`config.mk`:
```
export PLATFORM = sky130hd
export DESIGN_NAME = bp_me_accel_uc_responder
export DESIGN_NICKNAME = d
export VERILOG_FILES = /design/src/rtl/bp_me_pkg.sv /design/src/rtl/bp_me_accel_scratchpad.sv /design/src/rtl/bp_me_accel_uc_responder.sv
export SDC_FILE = /design/constraint.sdc
export NUM_CORES = 2
export LEC_CHECK = 0
export CORE_AREA = 2 2 738 740
export CTS_CLUSTER_SIZE = 20
export DETAILED_ROUTE_END_ITERATION = 8
export DIE_AREA = 0 0 740 742
export MAX_ROUTING_LAYER = met4
export SLEW_MARGIN = 40
export SYNTH_ARGS = -nofsm -noshare
export SYNTH_HDL_FRONTEND = slang
export SYNTH_SLANG_ARGS = --single-unit
```
`constraint.sdc`:
```
create_clock -name clk_i -period 13 [get_ports clk_i]
set_clock_uncertainty 0.05 [all_clocks]
set_input_delay 3.9 -clock clk_i [delete_from_list [all_inputs] [get_ports clk_i]]
set_output_delay 3.9 -clock clk_i [all_outputs]
set_load 0.03 [all_outputs]
```
`src/rtl/bp_me_pkg.sv`:
```
// Shared BedRock mem message types, responder FSM states and the beat-count helper
// for the accelerator uncached responder.
package bp_me_pkg;

    localparam int paddr_width_gp        = 40;
    localparam int payload_width_gp      = 16;
    localparam int bedrock_fill_width_gp = 64;

    typedef enum logic [3:0] {
        e_bedrock_mem_rd    = 4'd0,
        e_bedrock_mem_wr    = 4'd1,
        e_bedrock_mem_uc_rd = 4'd2,
        e_bedrock_mem_uc_wr = 4'd3,
        e_bedrock_mem_pre   = 4'd4,
        e_bedrock_mem_amo   = 4'd5
    } bp_bedrock_mem_type_e;

    typedef enum logic [2:0] {
        e_bedrock_msg_size_1   = 3'd0,
        e_bedrock_msg_size_2   = 3'd1,
        e_bedrock_msg_size_4   = 3'd2,
        e_bedrock_msg_size_8   = 3'd3,
        e_bedrock_msg_size_16  = 3'd4,
        e_bedrock_msg_size_32  = 3'd5,
        e_bedrock_msg_size_64  = 3'd6,
        e_bedrock_msg_size_128 = 3'd7
    } bp_bedrock_msg_size_e;

    typedef struct packed {
        logic [payload_width_gp-1:0] payload;
        bp_bedrock_msg_size_e        size;
        logic [paddr_width_gp-1:0]   addr;
        logic [3:0]                  subop;
        bp_bedrock_mem_type_e        msg_type;
    } bp_bedrock_mem_header_s;

    localparam int mem_header_width_gp = $bits(bp_bedrock_mem_header_s);

    typedef enum logic [1:0] {
        e_ready,
        e_wr_data,
        e_wr_resp,
        e_rd_resp
    } bp_me_accel_resp_state_e;

    // Messages narrower than a fill beat still occupy one beat
    function automatic logic [7:0] bedrock_beats(input bp_bedrock_msg_size_e size,
                                                 input int fill_width);
        int bits;
        bits = (1 << size) * 8;
        return (bits <= fill_width) ? 8'd1 : 8'(bits / fill_width);
    endfunction

endpackage

```
`src/rtl/bp_me_accel_scratchpad.sv`:
```
// Flop-based scratchpad: one byte-masked write port, one combinational read port.
// Contents are intentionally not reset.
module bp_me_accel_scratchpad #(
    parameter int width_p = 64,
    parameter int els_p   = 64
) (
    input  logic                       clk_i,
    input  logic                       w_v,
    input  logic [$clog2(els_p)-1:0]   w_addr,
    input  logic [width_p-1:0]         w_data,
    input  logic [width_p/8-1:0]       w_mask,
    input  logic [$clog2(els_p)-1:0]   r_addr,
    output logic [width_p-1:0]         r_data
);

    logic [width_p-1:0] mem [els_p];

    always_ff @(posedge clk_i) begin
        if (w_v) begin
            for (int i = 0; i < width_p/8; i++) begin
                if (w_mask[i]) begin
                    mem[w_addr][i*8 +: 8] <= w_data[i*8 +: 8];
                end
            end
        end
    end

    assign r_data = mem[r_addr];

endmodule

```
`src/rtl/bp_me_accel_uc_responder.sv`:
```
// L2-side responder for accelerator uncached BedRock traffic: stores uc writes in a
// local scratchpad, returns write acks and multi-beat read data.
module bp_me_accel_uc_responder
    import bp_me_pkg::*;
#(
    parameter int fill_width_p = bedrock_fill_width_gp,
    parameter int els_p        = 64
) (
    input  logic                           clk_i,
    input  logic                           reset_i,
    input  logic [mem_header_width_gp-1:0] mem_fwd_header_i,
    input  logic [fill_width_p-1:0]        mem_fwd_data_i,
    input  logic                           mem_fwd_v_i,
    output logic                           mem_fwd_ready_and_o,
    output logic [mem_header_width_gp-1:0] mem_rev_header_o,
    output logic [fill_width_p-1:0]        mem_rev_data_o,
    output logic                           mem_rev_v_o,
    input  logic                           mem_rev_ready_and_i,
    output logic                           error_o
);

    localparam int fill_bytes_lp  = fill_width_p / 8;
    localparam int byte_off_w_lp  = $clog2(fill_bytes_lp);
    localparam int idx_w_lp       = $clog2(els_p);

    bp_me_accel_resp_state_e state_r, state_n;
    bp_bedrock_mem_header_s  fwd_hdr, header_r;
    logic [idx_w_lp-1:0]     idx_r, fwd_idx, wr_idx, rd_idx;
    logic [7:0]              beat_r, beats_r, fwd_beats, load_beat;
    logic                    error_r, set_error, load, beat_inc, wr_v;
    logic [fill_bytes_lp-1:0] sub_mask, wr_mask;
    logic [fill_width_p-1:0] rd_data;
    int                      fwd_off, fwd_bytes;

    assign fwd_hdr   = bp_bedrock_mem_header_s'(mem_fwd_header_i);
    assign fwd_idx   = fwd_hdr.addr[byte_off_w_lp +: idx_w_lp];
    assign fwd_beats = bedrock_beats(fwd_hdr.size, fill_width_p);
    assign fwd_off   = int'(fwd_hdr.addr[byte_off_w_lp-1:0]);
    assign fwd_bytes = 1 << fwd_hdr.size;
    assign rd_idx    = idx_r + beat_r[idx_w_lp-1:0];

    // Sub-fill writes only touch the addressed bytes; full-fill writes touch all
    always_comb begin
        sub_mask = '0;
        for (int i = 0; i < fill_bytes_lp; i++) begin
            sub_mask[i] = (fwd_bytes >= fill_bytes_lp)
                       || ((i >= fwd_off) && (i < fwd_off + fwd_bytes));
        end
    end

    always_comb begin
        state_n             = state_r;
        mem_fwd_ready_and_o = 1'b0;
        mem_rev_v_o         = 1'b0;
        wr_v                = 1'b0;
        wr_idx              = rd_idx;
        wr_mask             = '1;
        load                = 1'b0;
        load_beat           = 8'd0;
        beat_inc            = 1'b0;
        set_error           = 1'b0;
        case (state_r)
            e_ready: begin
                mem_fwd_ready_and_o = 1'b1;
                if (mem_fwd_v_i) begin
                    load = 1'b1;
                    case (fwd_hdr.msg_type)
                        e_bedrock_mem_uc_wr: begin
                            wr_v      = 1'b1;
                            wr_idx    = fwd_idx;
                            wr_mask   = sub_mask;
                            load_beat = 8'd1;
                            state_n   = (fwd_beats == 8'd1) ? e_wr_resp : e_wr_data;
                        end
                        e_bedrock_mem_uc_rd: state_n = e_rd_resp;
                        default: begin
                            set_error = 1'b1;
                            state_n   = e_wr_resp;
                        end
                    endcase
                end
            end
            e_wr_data: begin
                mem_fwd_ready_and_o = 1'b1;
                if (mem_fwd_v_i) begin
                    wr_v     = 1'b1;
                    beat_inc = 1'b1;
                    if (beat_r == beats_r - 8'd1) state_n = e_wr_resp;
                end
            end
            e_wr_resp: begin
                mem_rev_v_o = 1'b1;
                if (mem_rev_ready_and_i) state_n = e_ready;
            end
            e_rd_resp: begin
                mem_rev_v_o = 1'b1;
                if (mem_rev_ready_and_i) begin
                    beat_inc = 1'b1;
                    if (beat_r == beats_r - 8'd1) state_n = e_ready;
                end
            end
            default: state_n = e_ready;
        endcase
    end

    always_ff @(posedge clk_i) begin
        if (reset_i) begin
            state_r  <= e_ready;
            header_r <= '0;
            idx_r    <= '0;
            beat_r   <= 8'd0;
            beats_r  <= 8'd0;
            error_r  <= 1'b0;
        end else begin
            state_r <= state_n;
            error_r <= error_r | set_error;
            if (load) begin
                header_r <= fwd_hdr;
                idx_r    <= fwd_idx;
                beats_r  <= fwd_beats;
                beat_r   <= load_beat;
            end else if (beat_inc) begin
                beat_r <= beat_r + 8'd1;
            end
        end
    end

    bp_me_accel_scratchpad #(
        .width_p(fill_width_p),
        .els_p  (els_p)
    ) scratchpad (
        .clk_i (clk_i),
        .w_v   (wr_v),
        .w_addr(wr_idx),
        .w_data(mem_fwd_data_i),
        .w_mask(wr_mask),
        .r_addr(rd_idx),
        .r_data(rd_data)
    );

    assign mem_rev_header_o = header_r;
    assign mem_rev_data_o   = (state_r == e_rd_resp) ? rd_data : '0;
    assign error_o          = error_r;

endmodule

```
==> metrics.md <==
| Metric | Value |
|---|---|
| Status | `finished clean` |
| Hold Fails Final Rpt | `0` |
| Sequential area share after synthesis | `a little under 80%` |
| Mapped Area | `161800 um^2` |
| Die area | `549100 um^2` |
| Max-cap viol count | `0` |
| Async SR Flop Fraction | `0%` |
| Routed Antenna Nets | `0` |
| HP Class | `reg2reg` |
| Worst hold slack | `400.6 ps` |
| Setup-failing EPs final | `0` |
| Worst path arrival time | `about 6700 ps` |
| RSZ-0062 raised after global routing | `no` |
| Switching power | `approximately 6.0 mW` |
| Pre-antenna DRT Iters | `6` |
| Total CTS buffers | `404` |
| Fin crit share | `82.11%` |
| Syn_nets | `7399` |
| Internal Pwr Total | `approximately 22 mW` |
| Antenna violations before repair | `32` |
| CP startpoint kind | `flip-flop` |
| Avg WL per Cell | `27.00 um` |
| Worst Tran Pin Value | `slightly below 900 ps` |
| Setup CP Type | `reg2out` |
| Final WL | `410800 um` |
| Clock share of power | `~40%` |
| H-tree Lvls | `5` |
| Vias in the first global route | `between 70000 and 80000` |
| Synthesis warning total | `0` |
| Most numerous cell in the Yosys netlist | `edfxtp_1` |
| Inst Count DP | `14470` |
| Clock Tree Root | `clkbuf_16` |
| CTS sink cnt | `between 4000 and 5000` |
| Area growth from synthesis to layout | `15.49%` |
| Slack of the worst reg-to-reg path | `7080 ps` |
| Clk slew on worst S/H paths | `60 ps` |
| First-pass GRT wire length | `a little under 600000 um` |
| Grt met2 use | `25.34%` |
| Pins Over Slew Limit | `0` |
| Initial core utilization | `29.85%` |
| Final core utilization | `between 30% and 40%` |
| Dpl ws | `3351 ps` |
| Core area | `542200 um^2` |
| Synth top area share | `76.00%` |
| Fin crit period | `around 11000 ps` |
| Post-layout worst setup margin | `2326 ps` |
| Top cells by count, synth | `edfxtp_1, mux4_2, nor2_1` |
| Leading area contributor after synthesis | `edfxtp_1` |
| Slew HR | `40.54%` |
| CP Max Fanout | `68` |
| Synth top area cells | `edfxtp_1, mux4_2, nor2_1` |
| #FFs+latches synth | `4179` |
| GPL Wtd Cong | `0.8081` |
| DRC viols | `0` |
| Largest net degree at the start of global routing | `128` |
| Flop pwr share | `53.0%` |
| Met3 Use GR | `2.224%` |
| Final HPWL DP | `253000 um` |
| Leak | `~55 nW` |
| Synth unique cells | `80` |
| Count of hold-fix buffers inserted at cts | `0` |
| Die X-Extent | `around 740 um` |
| CTS tree | `yes` |
| Switching share of power | `between 20% and 30%` |
| Via density | `5.005` |
| Global-route usage over all layers | `about 15%` |
| Fmax | `0.09369 GHz` |
| Critical Path End Type | `output port` |
| Port Buf Inserts | `approximately 270` |
| Power per cell area | `149.7 nW/um^2` |
| EDFF count, synth | `4096` |
| Worst-Skew Late Latency | `1000 ps` |
| Mapped Cells | `7252` |
| Vias | `about 76000` |
| Required @ worst endpoint | `9050 ps` |
| Busiest grt layer | `met2` |
| Layout cells sized above 1 | `29.65%` |
| Maximum vdd ir drop | `around 0.00011 V` |
| DR iter-0 viols | `8732` |
| CTS resizes | `0` |
| Overflow after GRT | `0` |
| Top_reg_cell synth | `edfxtp_1` |
| Post-CTS setup buffer count | `0` |
| # nets final | `7801` |
| Ports | `269` |
| Final instance area | `between 150000 and 200000 um^2` |
| Finished Layout Cells | `15220` |
| Combinational Power Share | `6.0%` |
| Placement Cell Area | `173500 um^2` |
| TNS Setup | `0 ps` |
| Row count | `271` |
| Worst-case clock buffer depth | `4` |
| GR Util met1 | `18.87%` |
| Die Height | `742 um` |
| Tot Pwr | `27.98 mW` |
| Syn avg cell area | `22.32 um^2` |
[critical path, cell delays in order (launching register included)]
cell and delay [ps]:
dfxtp_1 390, ha_4 200, fa_4 1190, buf_12 360, buf_16 340, buf_4 650, mux4_2 430, mux4_2 490
a2bb2oi_1 190, nand3_1 410, clkdlybuf4s50_1 770
[final cells by class]
| cell class | count | area (um^2) |
|---|---|---|
| diodes | 17 | 42.54 |
| clock buffers | 488 | 10470 |
| clock inverters | 228 | 2292 |
| fillers | 49630 | 355300 |
| inverters | 9 | 33.78 |
| multi-input cells | 2646 | 36200 |
| flip-flops and latches | 4179 | 124700 |
| well taps | 7234 | 9051 |
| repair buffers | 414 | 4161 |
[power by group through the flow]
stage | registers, mW | logic (mW) | clock network [mW]
finish | 14.8 | 1.69 | 11.5
global route | 14.8 | 1.78 | 12.2
CTS | 14.8 | 1.70 | 11.7
detailed placement | 15.1 | 1.70 | 0
global placement | 15.1 | 1.65 | 0
floorplan | 15.1 | 0.983 | 0
[cells by family after synthesis]
group	count (synthesis)	share of synthesized area, %
xor gates and xnor gates	15	0.09046
muxes	1342	17.73
AOI/OAI and AO/OA	290	1.314
DFF	4179	77.03
and+or+nand+nor	987	2.590
adders and majority gates	12	0.1021
buffers and inverters	427	1.144
[routing by layer]
layer / share of wire (%) / up-vias
met5: 0 / -
met4: 2.6 / 0
met3: 6.7 / 556
met2: 51 / 3030
met1: 40 / 41290
li1: - / 31280
[flip-flops by register name, summed over array words and instances (netlist names)]
register / count
error_o: 1
beats_r: 5
scratchpad.mem: 4096
state_r: 2
beat_r: 8
mem_rev_header_o: 67
[final timing paths]
check	from	endpoint	cells after the start
worst max-delay path	beat_r[0]	mem_rev_data_o[63]	10
worst min-delay path	mem_rev_header_o[44]	mem_rev_header_o[44]	2
worst max register to register	beat_r[0]	scratchpad.mem[51][53]	10
worst min register to register	mem_rev_header_o[44]	mem_rev_header_o[44]	2
[placed cells by master, fill, tap and decap left out, types with 9 or more instances in the layout]
master	netlist	final
edfxtp_1	4096	4096
mux4_2	1213	1213
clkbuf_16	0	406
nand2_1	300	285
nor2_1	514	267
nor2_2	5	252
clkdlybuf4s50_1	0	203
buf_4	10	123
clkinv_1	0	88
a21oi_1	87	86
dfxtp_1	83	83
clkbuf_1	222	82
nand3_1	69	69
clkinv_2	0	66
mux2i_1	65	65
a22oi_1	65	65
mux2_2	64	64
a2bb2oi_1	63	63
bufinv_16	0	34
buf_2	144	34
buf_12	0	24
nand2_4	18	23
and3_1	20	18
diode_2	0	17
buf_6	4	15
nand2_2	4	14
buf_16	0	13
xor2_1	11	11
o21ai_0	10	10
inv_1	9	9
ha_1	10	9
clkinvlp_4	0	9
No activity file was read; power rests on OpenSTA's default activity.
